<file path="config.mk">
export PLATFORM = sky130hd
export DESIGN_NAME = stopwatch_up
export DESIGN_NICKNAME = d
export VERILOG_FILES = /design/src/rtl/stopwatch_up_pkg.sv /design/src/rtl/stopwatch_up_button_conditioner.sv /design/src/rtl/stopwatch_up.sv
export SDC_FILE = /design/constraint.sdc
export NUM_CORES = 1
export LEC_CHECK = 0
export CAP_MARGIN = 20
export CORE_MARGIN = 4
export CORE_UTILIZATION = 39
export CTS_CLUSTER_DIAMETER = 80
export CTS_CLUSTER_SIZE = 30
export DETAILED_ROUTE_END_ITERATION = 10
export MAX_ROUTING_LAYER = met4
export PLACE_DENSITY = 0.57
export SETUP_SLACK_MARGIN = 0.2
export SYNTH_ARGS = -nofsm -noshare
export SYNTH_HDL_FRONTEND = slang
export SYNTH_HIERARCHICAL = 1
export SYNTH_SLANG_ARGS = --single-unit
</file>
<file path="constraint.sdc">
create_clock -name clk -period 3.39 [get_ports clk]
set_clock_uncertainty 0.2 [all_clocks]
set_input_delay 0.678 -clock clk [delete_from_list [all_inputs] [get_ports clk]]
set_output_delay 0.678 -clock clk [all_outputs]
set_load 0.02 [all_outputs]
</file>
<file path="src/rtl/stopwatch_up_pkg.sv">
// -----------------------------------------------------------------------------
// stopwatch_up_pkg
// Shared definitions for the stopwatch / countdown-timer pair:
//   - sw_state_t   : 2-bit FSM encoding IDLE/RUN/PAUSE/DONE
//   - SEG_0..SEG_9 : active-low 7-segment codes {a,b,c,d,e,f,g,dp}, dp off
//   - SEG_BLANK    : all segments off
//   - seg_decode() : BCD digit to segment code (non-BCD input shows blank)
//   - bcd_inc()    : increment a 4-digit packed BCD value with digit carries
// -----------------------------------------------------------------------------
package stopwatch_up_pkg;

    typedef enum logic [1:0] {
        ST_IDLE  = 2'd0,
        ST_RUN   = 2'd1,
        ST_PAUSE = 2'd2,
        ST_DONE  = 2'd3
    } sw_state_t;

    localparam logic [7:0] SEG_0     = 8'b0000_0011;
    localparam logic [7:0] SEG_1     = 8'b1001_1111;
    localparam logic [7:0] SEG_2     = 8'b0010_0101;
    localparam logic [7:0] SEG_3     = 8'b0000_1101;
    localparam logic [7:0] SEG_4     = 8'b1001_1001;
    localparam logic [7:0] SEG_5     = 8'b0100_1001;
    localparam logic [7:0] SEG_6     = 8'b0100_0001;
    localparam logic [7:0] SEG_7     = 8'b0001_1111;
    localparam logic [7:0] SEG_8     = 8'b0000_0001;
    localparam logic [7:0] SEG_9     = 8'b0000_1001;
    localparam logic [7:0] SEG_BLANK = 8'b1111_1111;

    localparam logic [15:0] COUNT_MAX = 16'h9999;

    function automatic logic [7:0] seg_decode(input logic [3:0] digit);
        logic [7:0] seg;
        case (digit)
            4'd0:    seg = SEG_0;
            4'd1:    seg = SEG_1;
            4'd2:    seg = SEG_2;
            4'd3:    seg = SEG_3;
            4'd4:    seg = SEG_4;
            4'd5:    seg = SEG_5;
            4'd6:    seg = SEG_6;
            4'd7:    seg = SEG_7;
            4'd8:    seg = SEG_8;
            4'd9:    seg = SEG_9;
            default: seg = SEG_BLANK;
        endcase
        return seg;
    endfunction

    // Ripple the carry from the tenths digit upward; a digit at 9 rolls to 0.
    function automatic logic [15:0] bcd_inc(input logic [15:0] value);
        logic [15:0] res;
        logic        carry;
        res   = value;
        carry = 1'b1;
        for (int i = 0; i < 4; i++) begin
            if (carry) begin
                if (value[4*i +: 4] == 4'd9) begin
                    res[4*i +: 4] = 4'd0;
                    carry         = 1'b1;
                end else begin
                    res[4*i +: 4] = value[4*i +: 4] + 4'd1;
                    carry         = 1'b0;
                end
            end else begin
                res[4*i +: 4] = value[4*i +: 4];
            end
        end
        return res;
    endfunction

endpackage

</file>
<file path="src/rtl/stopwatch_up_button_conditioner.sv">
// -----------------------------------------------------------------------------
// button_conditioner
// Synchronises a raw pushbutton, debounces it on a slow sample enable and
// emits a one-clock pulse on each accepted press.
//   clk      : system clock
//   rst_n    : asynchronous active-low reset (all state to 0)
//   i_sample : one-clock sample enable
//   i_raw    : raw button level, active high, asynchronous
//   o_pulse  : one clock high on the debounced rising edge
// -----------------------------------------------------------------------------
module button_conditioner #(
    parameter int DEB_LEN = 4
) (
    input  logic clk,
    input  logic rst_n,
    input  logic i_sample,
    input  logic i_raw,
    output logic o_pulse
);

    logic [1:0]         r_sync;
    logic [DEB_LEN-1:0] r_hist;
    logic               r_deb;
    logic               r_deb_q;
    logic [DEB_LEN-1:0] w_hist_next;

    // Newest sample enters at bit 0; a level is accepted once the whole window agrees.
    assign w_hist_next = {r_hist[DEB_LEN-2:0], r_sync[1]};

    // Synchroniser, sample history, debounced level and its delayed copy
    always_ff @(posedge clk or negedge rst_n) begin
        if (!rst_n) begin
            r_sync  <= 2'b00;
            r_hist  <= {DEB_LEN{1'b0}};
            r_deb   <= 1'b0;
            r_deb_q <= 1'b0;
        end else begin
            r_sync  <= {r_sync[0], i_raw};
            r_deb_q <= r_deb;
            if (i_sample) begin
                r_hist <= w_hist_next;
                if (&w_hist_next) begin
                    r_deb <= 1'b1;
                end else if (~|w_hist_next) begin
                    r_deb <= 1'b0;
                end else begin
                    r_deb <= r_deb;
                end
            end else begin
                r_hist <= r_hist;
                r_deb  <= r_deb;
            end
        end
    end

    assign o_pulse = r_deb & ~r_deb_q;

endmodule

</file>
<file path="src/rtl/stopwatch_up.sv">
// -----------------------------------------------------------------------------
// stopwatch_up
// Count-up BCD stopwatch 000.0 .. 999.9 s with start/pause and lap/clear
// buttons, a 4-digit multiplexed 7-segment display and a 16-LED done flag.
//   clk     : system clock
//   rst_n   : asynchronous active-low reset
//   start   : raw start/pause button, active high
//   lap     : raw lap/clear button, active high
//   DIGIT   : anode select, active low (combinational from registers)
//   DISPLAY : {a,b,c,d,e,f,g,dp}, active low (combinational from registers)
//   led     : 16'hFFFF while saturated (DONE), else 0 (registered)
// -----------------------------------------------------------------------------
module stopwatch_up
    import stopwatch_up_pkg::*;
#(
    parameter int TICK_DIV    = 10_000_000,
    parameter int SAMPLE_BITS = 16,
    parameter int DEB_LEN     = 4,
    parameter int SCAN_BITS   = 16
) (
    input  logic        clk,
    input  logic        rst_n,
    input  logic        start,
    input  logic        lap,
    output logic [3:0]  DIGIT,
    output logic [7:0]  DISPLAY,
    output logic [15:0] led
);

    localparam int              PRE_W    = (TICK_DIV > 1) ? $clog2(TICK_DIV) : 1;
    localparam logic [PRE_W-1:0] PRE_LAST = PRE_W'(TICK_DIV - 1);

    sw_state_t          r_state;
    sw_state_t          w_state_next;
    logic [15:0]        r_count;
    logic [15:0]        w_count_next;
    logic [15:0]        r_disp;
    logic [15:0]        w_disp_next;
    logic               r_frozen;
    logic               w_frozen_next;
    logic [PRE_W-1:0]   r_presc;
    logic [PRE_W-1:0]   w_presc_next;
    logic [15:0]        r_led;
    logic [SCAN_BITS-1:0] r_scan;

    logic               w_sample;
    logic               w_start_p;
    logic               w_lap_p;
    logic               w_tick;
    logic [15:0]        w_value;
    logic [1:0]         w_sel;

    // Debounce sampling piggybacks on the scan counter: one clock in 2**SAMPLE_BITS.
    assign w_sample = &r_scan[SAMPLE_BITS-1:0];

    button_conditioner #(.DEB_LEN(DEB_LEN)) u_start_cond (
        .clk      (clk),
        .rst_n    (rst_n),
        .i_sample (w_sample),
        .i_raw    (start),
        .o_pulse  (w_start_p)
    );

    button_conditioner #(.DEB_LEN(DEB_LEN)) u_lap_cond (
        .clk      (clk),
        .rst_n    (rst_n),
        .i_sample (w_sample),
        .i_raw    (lap),
        .o_pulse  (w_lap_p)
    );

    // Free-running display scan counter
    always_ff @(posedge clk or negedge rst_n) begin
        if (!rst_n) begin
            r_scan <= {SCAN_BITS{1'b0}};
        end else begin
            r_scan <= r_scan + SCAN_BITS'(1);
        end
    end

    // Next-state logic: FSM, prescaler, BCD count and lap freeze
    always_comb begin
        w_state_next  = r_state;
        w_count_next  = r_count;
        w_disp_next   = r_disp;
        w_frozen_next = r_frozen;
        w_presc_next  = r_presc;
        w_tick        = 1'b0;
        case (r_state)
            ST_IDLE: begin
                if (w_start_p) begin
                    w_state_next = ST_RUN;
                    w_presc_next = {PRE_W{1'b0}};
                end else begin
                    w_state_next = ST_IDLE;
                end
            end
            ST_RUN: begin
                if (r_presc == PRE_LAST) begin
                    w_tick       = 1'b1;
                    w_presc_next = {PRE_W{1'b0}};
                end else begin
                    w_presc_next = r_presc + PRE_W'(1);
                end
                // Saturation takes precedence over a start pulse in the same clock.
                if (w_tick && (r_count == COUNT_MAX)) begin
                    w_state_next  = ST_DONE;
                    w_frozen_next = 1'b0;
                end else begin
                    if (w_tick) begin
                        w_count_next = bcd_inc(r_count);
                    end else begin
                        w_count_next = r_count;
                    end
                    if (w_start_p) begin
                        w_state_next = ST_PAUSE;
                    end else if (w_lap_p) begin
                        w_frozen_next = ~r_frozen;
                        // Capture the value currently shown, before any same-clock tick.
                        if (!r_frozen) begin
                            w_disp_next = r_count;
                        end else begin
                            w_disp_next = r_disp;
                        end
                    end else begin
                        w_state_next = ST_RUN;
                    end
                end
            end
            ST_PAUSE: begin
                // Prescaler is left untouched so the partial tenth resumes.
                if (w_start_p) begin
                    w_state_next = ST_RUN;
                end else if (w_lap_p) begin
                    w_state_next  = ST_IDLE;
                    w_count_next  = 16'h0000;
                    w_frozen_next = 1'b0;
                end else begin
                    w_state_next = ST_PAUSE;
                end
            end
            ST_DONE: begin
                if (w_lap_p) begin
                    w_state_next  = ST_IDLE;
                    w_count_next  = 16'h0000;
                    w_frozen_next = 1'b0;
                end else begin
                    w_state_next = ST_DONE;
                end
            end
            default: begin
                w_state_next = ST_IDLE;
            end
        endcase
    end

    // State, count, freeze, prescaler and LED registers
    always_ff @(posedge clk or negedge rst_n) begin
        if (!rst_n) begin
            r_state  <= ST_IDLE;
            r_count  <= 16'h0000;
            r_disp   <= 16'h0000;
            r_frozen <= 1'b0;
            r_presc  <= {PRE_W{1'b0}};
            r_led    <= 16'h0000;
        end else begin
            r_state  <= w_state_next;
            r_count  <= w_count_next;
            r_disp   <= w_disp_next;
            r_frozen <= w_frozen_next;
            r_presc  <= w_presc_next;
            r_led    <= (w_state_next == ST_DONE) ? 16'hFFFF : 16'h0000;
        end
    end

    assign led     = r_led;
    assign w_value = r_frozen ? r_disp : r_count;
    assign w_sel   = r_scan[SCAN_BITS-1 -: 2];

    // Digit multiplexer and segment decode with leading-zero blanking
    always_comb begin
        DIGIT   = 4'b1110;
        DISPLAY = SEG_BLANK;
        case (w_sel)
            2'b00: begin
                DIGIT   = 4'b1110;
                DISPLAY = seg_decode(w_value[3:0]);
            end
            2'b01: begin
                DIGIT   = 4'b1101;
                DISPLAY = seg_decode(w_value[7:4]) & 8'b1111_1110;
            end
            2'b10: begin
                DIGIT = 4'b1011;
                if ((w_value[15:12] == 4'd0) && (w_value[11:8] == 4'd0)) begin
                    DISPLAY = SEG_BLANK;
                end else begin
                    DISPLAY = seg_decode(w_value[11:8]);
                end
            end
            2'b11: begin
                DIGIT = 4'b0111;
                if (w_value[15:12] == 4'd0) begin
                    DISPLAY = SEG_BLANK;
                end else begin
                    DISPLAY = seg_decode(w_value[15:12]);
                end
            end
            default: begin
                DIGIT   = 4'b1111;
                DISPLAY = SEG_BLANK;
            end
        endcase
    end

endmodule

</file>
==> results.sh, run 1 <==
export IMPL_worstSetupPathType="reg2out"
export IMPL_nFillCells=1254
export IMPL_ios=32
export IMPL_switching_share_pct=21.5
export IMPL_grt_use_total_pct=17.2
export IMPL_place_congestion=0.859
export IMPL_grt_pass1_vias=4692
export IMPL_route_detailed_drc=0
export IMPL_netlist_area_sq_um=5680
export IMPL_hold_path_class="reg2reg"
export IMPL_switching_power_mw=0.458
export IMPL_antenna_cells=0
export IMPL_period_needed_ns=3.38
export IMPL_drive_gt1_share_pct=27.0
export IMPL_drt_pass1_iterations=7
export IMPL_met1_usage_pct=21.6
export IMPL_globalRouteMet2Util_pct=28.3
export IMPL_slew_viol_final=0
export IMPL_synth_top_area_share_pct=39.7
export IMPL_syn_nets=626
export IMPL_synth_area_leaders="dfrtp_1 (40%), ha_1 (6.8%), mux2_2 (4.6%)"
export IMPL_combPwrFrac_pct=1.2
export IMPL_htree_levels=3
export IMPL_crit_path_cell_trace="buf_6, mux2i_4, ha_2, o2111ai_2, o211ai_1, buf_4, a21oi_2, o311ai_2, buf_4"
export IMPL_drv_cap=0
export IMPL_seq_area_frac_synth_pct=39.7
export IMPL_wl_per_cell_microns=15.7
export IMPL_p_seq_share_pct=50.5
export IMPL_clk_latency_ns=0.35
export IMPL_numCtsBuffers=9
export IMPL_grt_busiest_layer="met2"
export IMPL_portBuffers=31
export IMPL_slowest_stage="dfrtp_2"
export IMPL_critPathArrivalTime_ns=2.50
export IMPL_yosysTopAreaCell="dfrtp_1"
export IMPL_overflow=0
export IMPL_cp_data_required_time_ns=2.51
export IMPL_vias_per_cell=5.50
export IMPL_fmax_mhz=296
export IMPL_syn_avg_cell_area_sq_um=9.61
export IMPL_cts_sinks=90
export IMPL_row_count=43
export IMPL_die_height_microns=129
export IMPL_clk_pin_slew_ns=0.07
export IMPL_vias=4690
export IMPL_cp_end_kind="output port"
export IMPL_wl_microns=13400
export IMPL_muxShareOfSynthArea_pct=10.3
export IMPL_synthTopCellsByCount="dfrtp_1 (90), nor2_1 (51), nand2_1 (42)"
export IMPL_critPathMaxStageDelay_ns=0.47
export IMPL_synth_async_sr_flop_share_pct=100
export IMPL_area_delta_synth_final_pct=24.7
export IMPL_final_nets=704
export IMPL_synth_xor_xnor_area_share_pct=4.47
export IMPL_path_buf_inv=3
export IMPL_synth_compound_area_share_pct=14.0
export IMPL_ys_ff_latch=90
export IMPL_slew_headroom_pct=41.1
export IMPL_dp_hpwl_microns=9570
export IMPL_start_util_pct=40.4
export IMPL_p_clk_share_pct=48.2
export IMPL_met3_usage_pct=2.62
export IMPL_postRouteAntennaNets=0
export IMPL_rsz0062_at_grt="true"
export IMPL_status="finished, final reports clean"
export IMPL_yosys_area_share_simple_pct=19.2
export IMPL_cts_root_buf="clkbuf_16"
export IMPL_synth_top_family_by_area="simple AND/OR/NAND/NOR gates"
export IMPL_fin_crit_sh_pct=99.7
export IMPL_synthFlopType="dfrtp_1"
export IMPL_cts_tree="yes"
export IMPL_setup_viol=0
export IMPL_die_w_microns=129
export IMPL_pwr_density_cell_nw_per_um2=301
export IMPL_setup_tns_ns=0
export IMPL_p_leak_nw=3.13
export IMPL_synth_adder_area_share_pct=6.83
export IMPL_yosysMostFrequentCell="dfrtp_1"
export IMPL_clk_path_buf_depth=2
export IMPL_worstMarginPinSlew_ns=0.876
export IMPL_netlist_instances=591
export IMPL_grt_first_pass_wirelength_microns=22600
export IMPL_peakVddDrop_mv=0.264
export IMPL_drtIter0Drc=290
export IMPL_synth_edf_count=0
export IMPL_cp_max_fo=8
export IMPL_grt_max_degree=52
export IMPL_cp_start_kind="register"
export IMPL_synth_cell_types=71
export IMPL_p_int_mw=1.67
export IMPL_critPathTopFamily="compound AO/OA/AOI/OAI gates"
export IMPL_power_mw=2.13
export IMPL_die_area_sq_um=16500
export IMPL_crit_top_cell="buf_4"
export IMPL_core_sq_um=14000
export IMPL_antenna_found_initial=0
export IMPL_hold_viol_final=0
export IMPL_yosysWarnings=6
worst register-to-register path, stage by stage (launching register included):
cell and delay, ns:
dfrtp_1 0.43, or4_1 0.55, or4_4 0.55, nor4b_2 0.51
or2_1 0.23, mux2_1 0.32
layer usage:
layer  share of wire, %  vias to the layer above
met5                  0                        -
met4                1.8                        0
met3                2.4                       20
met2                 50                       76
met1                 46                     2323
li1                   -                     2271
cell type report:
type                    instances  area, sq um  share of cell area (%)
multi-input cells             440         3360                    47.4
flip-flops and latches         90         2250                    31.8
repair buffers                 98          828                    11.7
clock buffers                  10          239                    3.38
well taps                     180          225                    3.18
inverters                      30          113                    1.59
clock inverters                 5         61.3                   0.866
worst paths after layout:
path | from | endpoint | slack [ns] | cells after the start
max | r_frozen | DISPLAY[2] | 0.01 | 9
min | u_lap_cond/r_sync[0] | u_lap_cond/r_sync[1] | 0.15 | 0
max reg2reg | r_presc[17] | r_count[8] | 0.48 | 5
min reg2reg | u_lap_cond/r_sync[0] | u_lap_cond/r_sync[1] | 0.15 | 0
max in group asynchronous | rst_n | r_disp[3] | 2.16 | 2
min in group asynchronous | rst_n | r_disp[8] | 0.17 | 1
placed cells by master (no fill, tap or decap), drive strengths merged, types with 4 or more instances in the layout:
cell / synthesis / routed
nor4: 6 / 6
xnor2: 14 / 14
clkdlybuf4s50: 0 / 23
xor2: 15 / 15
or4: 4 / 4
o31ai: 5 / 5
nor2: 51 / 51
dfrtp: 90 / 90
nand2b: 8 / 8
o21ai: 33 / 33
nand4: 8 / 8
nor4b: 5 / 5
or2: 5 / 5
a21oi: 32 / 32
ha: 31 / 31
and3: 6 / 6
a31oi: 8 / 8
mux2i: 14 / 14
or3: 9 / 9
clkbuf: 11 / 10
nand3b: 5 / 5
o211ai: 5 / 5
nand3: 28 / 28
nand2: 42 / 42
a211oi: 5 / 5
buf: 20 / 75
mux2: 37 / 37
nor3: 19 / 19
o22ai: 4 / 4
inv: 30 / 32
logic make-up (layout without fill, tap and decap cells):
| kind of cell | count (synthesis) | count (layout) |
|---|---|---|
| adder cells (fa/ha/maj) | 31 | 31 |
| AO/OA/AOI/OAI | 122 | 122 |
| buffers and inverters | 61 | 143 |
| XOR/XNOR | 29 | 29 |
| AND/OR/NAND/NOR | 207 | 207 |
| multiplexers | 51 | 51 |
| flip-flops | 90 | 90 |
registers in the layout, indices dropped and copies added, names as in the netlist:
signal	count
r_disp	16
u_start_cond/r_hist	3
u_start_cond/r_deb_q	1
u_start_cond/r_sync	2
u_lap_cond/r_hist	3
r_state	2
r_presc	24
r_scan	16
led	1
r_count	16
u_start_cond/r_deb	1
u_lap_cond/r_sync	2
u_lap_cond/r_deb_q	1
r_frozen	1
u_lap_cond/r_deb	1
power by group through the flow:
stage	sequential (mW)	combinational, mW	clock (mW)
global placement	1.10	0.0278	0
finish	1.08	0.0262	1.03
floorplan	1.10	0.0000640	0
global route	1.08	0.0315	1.09
CTS	1.08	0.0288	1.06
detailed placement	1.10	0.0287	0
through the flow:
stage               hold WS [ns]  worst slack, ns  cell area [sq um]  instances  util (%)
global placement           0.134          -0.0986               6490        829      46.2
CTS                        0.161          0.00803               6930        850      49.4
floorplan                  0.131            0.208               5710        591         -
detailed placement         0.146           -0.183               6490        829      46.2
global route               0.162          -0.0654               7080        853      50.4
finish                     0.155          0.00987               7080        853      50.4
timing repair:
| item | CTS | global route |
|---|---|---|
| endpoints found under the setup margin | 7 | 7 |
| buffers inserted | 6 | 3 |
| resized for setup | 63 | 30 |
| hold buffers | 0 | 0 |
| pin swaps | 11 | 13 |
Power figures use the tool's default switching activity.
==> run 2: changes to the inputs <==
- CTS_BUF_LIST: default -> sky130_fd_sc_hd__clkbuf_16
==> results.sh, run 2 (synthesized netlist as in run 1, its figures left out) <==
export IMPL_setup_tns_ns=0
export IMPL_largest_reg_flops=24
export IMPL_overflow=0
export IMPL_grt_first_pass_wirelength_microns=22500
export IMPL_cp_max_fo=8
export IMPL_holdBufCountCts=0
export IMPL_critPathTopFamily="compound AO/OA/AOI/OAI gates"
export IMPL_vias=4673
export IMPL_top_register="r_presc"
export IMPL_setup_viol=0
export IMPL_fmax_mhz=295
export IMPL_hold_viol_final=0
export IMPL_postRouteAntennaNets=0
export IMPL_layout_common_cells="dfrtp_1 (89), buf_4 (68), nor2_1 (51)"
export IMPL_antenna_found_initial=0
export IMPL_fin_crit_sh_pct=100
export IMPL_rsz0062_at_grt="true"
export IMPL_antenna_cells=0
export IMPL_drtIter0Drc=304
export IMPL_place_congestion=0.859
export IMPL_dp_hpwl_microns=9570
export IMPL_cp_end_kind="output port"
export IMPL_clk_pin_slew_ns=0.07
export IMPL_status="finished, final reports clean"
export IMPL_drive_gt1_share_pct=26.9
export IMPL_grt_max_degree=52
export IMPL_setup_ws_ns=0.00113
export IMPL_clk_path_buf_depth=2
export IMPL_htree_levels=3
export IMPL_final_cell_count_no_fill=853
export IMPL_route_detailed_drc=0
export IMPL_grt_pass1_vias=4683
export IMPL_peakVddDrop_mv=0.265
export IMPL_portBuffers=31
export IMPL_cts_root_buf="clkbuf_16"
export IMPL_placed_area_sq_um=6490
export IMPL_post_place_cells=829
export IMPL_ios=32
export IMPL_wl_microns=13400
export IMPL_clk_latency_ns=0.35
export IMPL_vias_per_cell=5.48
export IMPL_pwr_density_cell_nw_per_um2=298
export IMPL_slew_viol_final=0
export IMPL_cp_start_kind="register"
export IMPL_core_sq_um=14000
export IMPL_worstSetupPathType="reg2out"
export IMPL_p_leak_nw=3.13
export IMPL_power_mw=2.11
export IMPL_slowest_stage="dfrtp_2"
export IMPL_dp_worst_setup_slack_ns=-0.183
export IMPL_wl_per_cell_microns=15.7
export IMPL_worstMarginPinSlew_ns=0.881
export IMPL_die_area_sq_um=16500
export IMPL_path_buf_inv=3
export IMPL_row_count=43
export IMPL_grt_use_total_pct=17.2
export IMPL_cp_data_required_time_ns=2.51
export IMPL_design_area_sq_um=7070
export IMPL_numCtsBuffers=9
export IMPL_critPathMaxStageDelay_ns=0.47
export IMPL_area_delta_synth_final_pct=24.5
export IMPL_fin_util_pct=50.3
export IMPL_crit_top_cell="buf_4"
export IMPL_nFillCells=1255
export IMPL_die_w_microns=129
export IMPL_cts_tree="yes"
export IMPL_drv_cap=0
export IMPL_period_needed_ns=3.39
export IMPL_cts_sinks=90
export IMPL_start_util_pct=40.4
export IMPL_die_height_microns=129
export IMPL_crit_path_cell_trace="buf_6, mux2i_4, ha_2, o2111ai_2, o211ai_1, buf_4, a21oi_2, o311ai_2, buf_4"
export IMPL_critPathArrivalTime_ns=2.51
export IMPL_hold_path_class="reg2reg"
export IMPL_final_nets=704
export IMPL_slew_headroom_pct=40.8
export IMPL_drt_pass1_iterations=5
export IMPL_layout_commonest_cell="dfrtp_1"
export IMPL_holdWs_ns=0.155
[run 2: changes by cell type in the layout (fill, tap and decap cells not counted)]
cell      previous run  this run
clkinv_1             0         1
clkbuf_8             1         0
[run 2: repair_timing]
item,4_1_cts,5_1_grt
resized for setup,63,30
pin swaps,11,13
buffers inserted,6,3
endpoints found under the setup margin,7,7
hold endpoints to repair,0,0
[run 2: area by class of cell]
type	instances	area, sq um	share of cell area (%)
Multi-Input combinational cell	440	3360	47.5
Sequential cell	90	2250	31.9
Timing Repair Buffer	98	828	11.7
Clock buffer	9	225	3.19
Clock inverter	6	65.1	0.921
Tap cell	180	225	3.19
Inverter	30	113	1.59
[run 2: where the power goes]
| part | switching [mW] | total (mW) | internal, mW |
|---|---|---|---|
| clock | 0.435 | 1.01 | 0.570 |
| combinational | 0.0210 | 0.0261 | 0.00511 |
| sequential | 0.00149 | 1.08 | 1.08 |
| total | 0.458 | 2.11 | 1.65 |
[run 2: final timing paths]
kind                                 startpoint              endpoint  slack (ns)  cells past startpoint
max reg2reg                         r_presc[17]            r_count[8]        0.49                      5
min in group asynchronous                 rst_n             r_disp[8]        0.17                      1
min                        u_lap_cond/r_sync[0]  u_lap_cond/r_sync[1]        0.15                      0
min reg2reg                u_lap_cond/r_sync[0]  u_lap_cond/r_sync[1]        0.15                      0
max                                    r_frozen            DISPLAY[2]       0.001                      9
max in group asynchronous                 rst_n             r_disp[3]        2.17                      2
[run 2: metal layers]
layer / routed length [microns] / GRT usage [%] / share of wire, %
met1: 6120 / 21.6 / 46
met2: 6620 / 28.2 / 50
met3: 332 / 2.62 / 2.5
met4: 282 / 6.05 / 2.1
met5: 0 / - / 0
==> edit, RTL diff (flow settings as in run 1) <==
Reset style: synchronous (`rst_n`), changed in 3 clocked blocks. Comments in the files are not updated.
--- a/src/rtl/stopwatch_up_button_conditioner.sv
+++ b/src/rtl/stopwatch_up_button_conditioner.sv
@@ -29,5 +29,5 @@
 
     // Synchroniser, sample history, debounced level and its delayed copy
-    always_ff @(posedge clk or negedge rst_n) begin
+    always_ff @(posedge clk) begin
         if (!rst_n) begin
             r_sync  <= 2'b00;
--- a/src/rtl/stopwatch_up.sv
+++ b/src/rtl/stopwatch_up.sv
@@ -71,5 +71,5 @@
 
     // Free-running display scan counter
-    always_ff @(posedge clk or negedge rst_n) begin
+    always_ff @(posedge clk) begin
         if (!rst_n) begin
             r_scan <= {SCAN_BITS{1'b0}};
@@ -156,5 +156,5 @@
 
     // State, count, freeze, prescaler and LED registers
-    always_ff @(posedge clk or negedge rst_n) begin
+    always_ff @(posedge clk) begin
         if (!rst_n) begin
             r_state  <= ST_IDLE;
Check against the original RTL: same outputs for any inputs over 10 cycles, from zero or initial values and one cycle with rst_n low; that may be too few to reach the edited logic, so the function may still have changed.
==> edit against run 1 <==
Power increased by 0.48%. Sequential cell count did not move. Setup slack better by 0.17 ns. Register-to-register slack gained 0.03 ns. Routed wire length rose by 13%. Cell count increased by 7.6%. Global-route usage rose by 1.3 points. Cell area shrank 1.3%. Area after synthesis shrank 1.5%. Critical path type unchanged.
==> edit: results (changes against run 1) <==
[final_layout]
instances_no_fill=918  ; +7.6%
fill_cells=1336  ; +6.5%
drive_above_1_share_pct=20.60  ; -6.4 points
final_cell_area_mm2=0.006984  ; -1.3%
fin_nets=768  ; +9.1%

[routing]
wl_met2_um=7208  ; +8.4%
drt-initial-drc-count=343  ; +18%
dr.pass1.iters=4  ; -3
dr_total_vias=5352  ; +14%
dr_wl_met3_um=581  ; +83%
wl_met1_um=6985  ; +13%

[setup_path]
cp_slowest_cell=dfxtp_2
critical_path.endpoint=DISPLAY[7]
worstPathMaxFanout=4  ; -4
crit_arrival_ns=2.33  ; -0.17 ns
ff2ff_setup_slack_ns=0.51  ; +0.03 ns
worstReg2RegStart=r_scan[0]$_SDFF_PN0_
critPathMaxStageDelay_ns=0.35  ; -0.12 ns
reg2reg_depth=8  ; +3
crit_start=r_frozen$_SDFFE_PN0P_

[placed_design]
dp_hpwl_um=10750  ; +12%
dpl_cell_area_mm2=0.006311  ; -2.8%
gp_congestion=0.8762  ; +2.0%
dp_cells=892  ; +7.6%
pre_cts_ws_ns=-0.02730  ; +0.1553 ns

[synthesis]
synth-seq-area-share_pct=32.21  ; -7.5 points
synthCells=678  ; +15%
syn-num-nets=713  ; +14%
synthArstFlopShare_pct=0  ; -100 points
yosysUniqueCellTypes=69  ; -2.8%
synth_commonest_cells=90 x dfxtp_1, 59 x a21oi_1, 54 x nand2_1

[pwr]
ir_worst_vdd_uv=233.4  ; -12%
power_switching_mw=0.4680  ; +2.2%
comb_power_mw=0.0373  ; +42%

[clocking]
cts_setup_buffers=5  ; -1
cts_buffer_depth=2  ; unchanged

[global_routing]
grt_pass1_wl_um=24030  ; +6.4%
grt_max_degree=45  ; -13%
grtUsageMet3_pct=3.375  ; +0.76 points
use_met2_pct=29.30  ; +0.97 points
met1_usage_pct=23.62  ; +2.0 points

[worst_hold_path]
whs_endpoint=u_start_cond/r_sync[1]$_SDFF_PN0_
hold_path_depth=1  ; +1

[sta]
maxSlewHeadroom_pct=42.09  ; +1.0 points
hold_slack_ns=0.2410  ; +0.08614 ns
fmax_mhz=311.3  ; +5.2%

[outcome]
status=finished clean

[edit: changes by cell type in the layout (fill, tap and decap cells not counted), sizes merged, moves of 10 or more]
| cell | delta |
|---|---|
| dfrtp | -90 |
| dfxtp | +90 |
| a211oi | +17 |
| and3 | +10 |
| a21oi | +28 |
| nor2b | +11 |
| inv | -11 |
| nand2 | +12 |
| mux2 | -25 |
[edit: layout make-up]
type | count | area share, %
Inverter | 21 | 1.272
Clock buffer | 10 | 3.422
Multi-Input combinational cell | 520 | 54.05
Clock inverter | 6 | 1.021
Tap cell | 180 | 3.225
Sequential cell | 90 | 25.82
Timing Repair Buffer | 91 | 11.20
[edit: cell families after synthesis]
kind of cell,after synthesis,share of synthesized area (%)
compound gates,190,22.61
xor+xnor,19,2.975
fa+ha+maj,31,6.934
buf+inv,68,5.703
flops,90,32.21
mux,31,5.815
simple gates,249,23.75
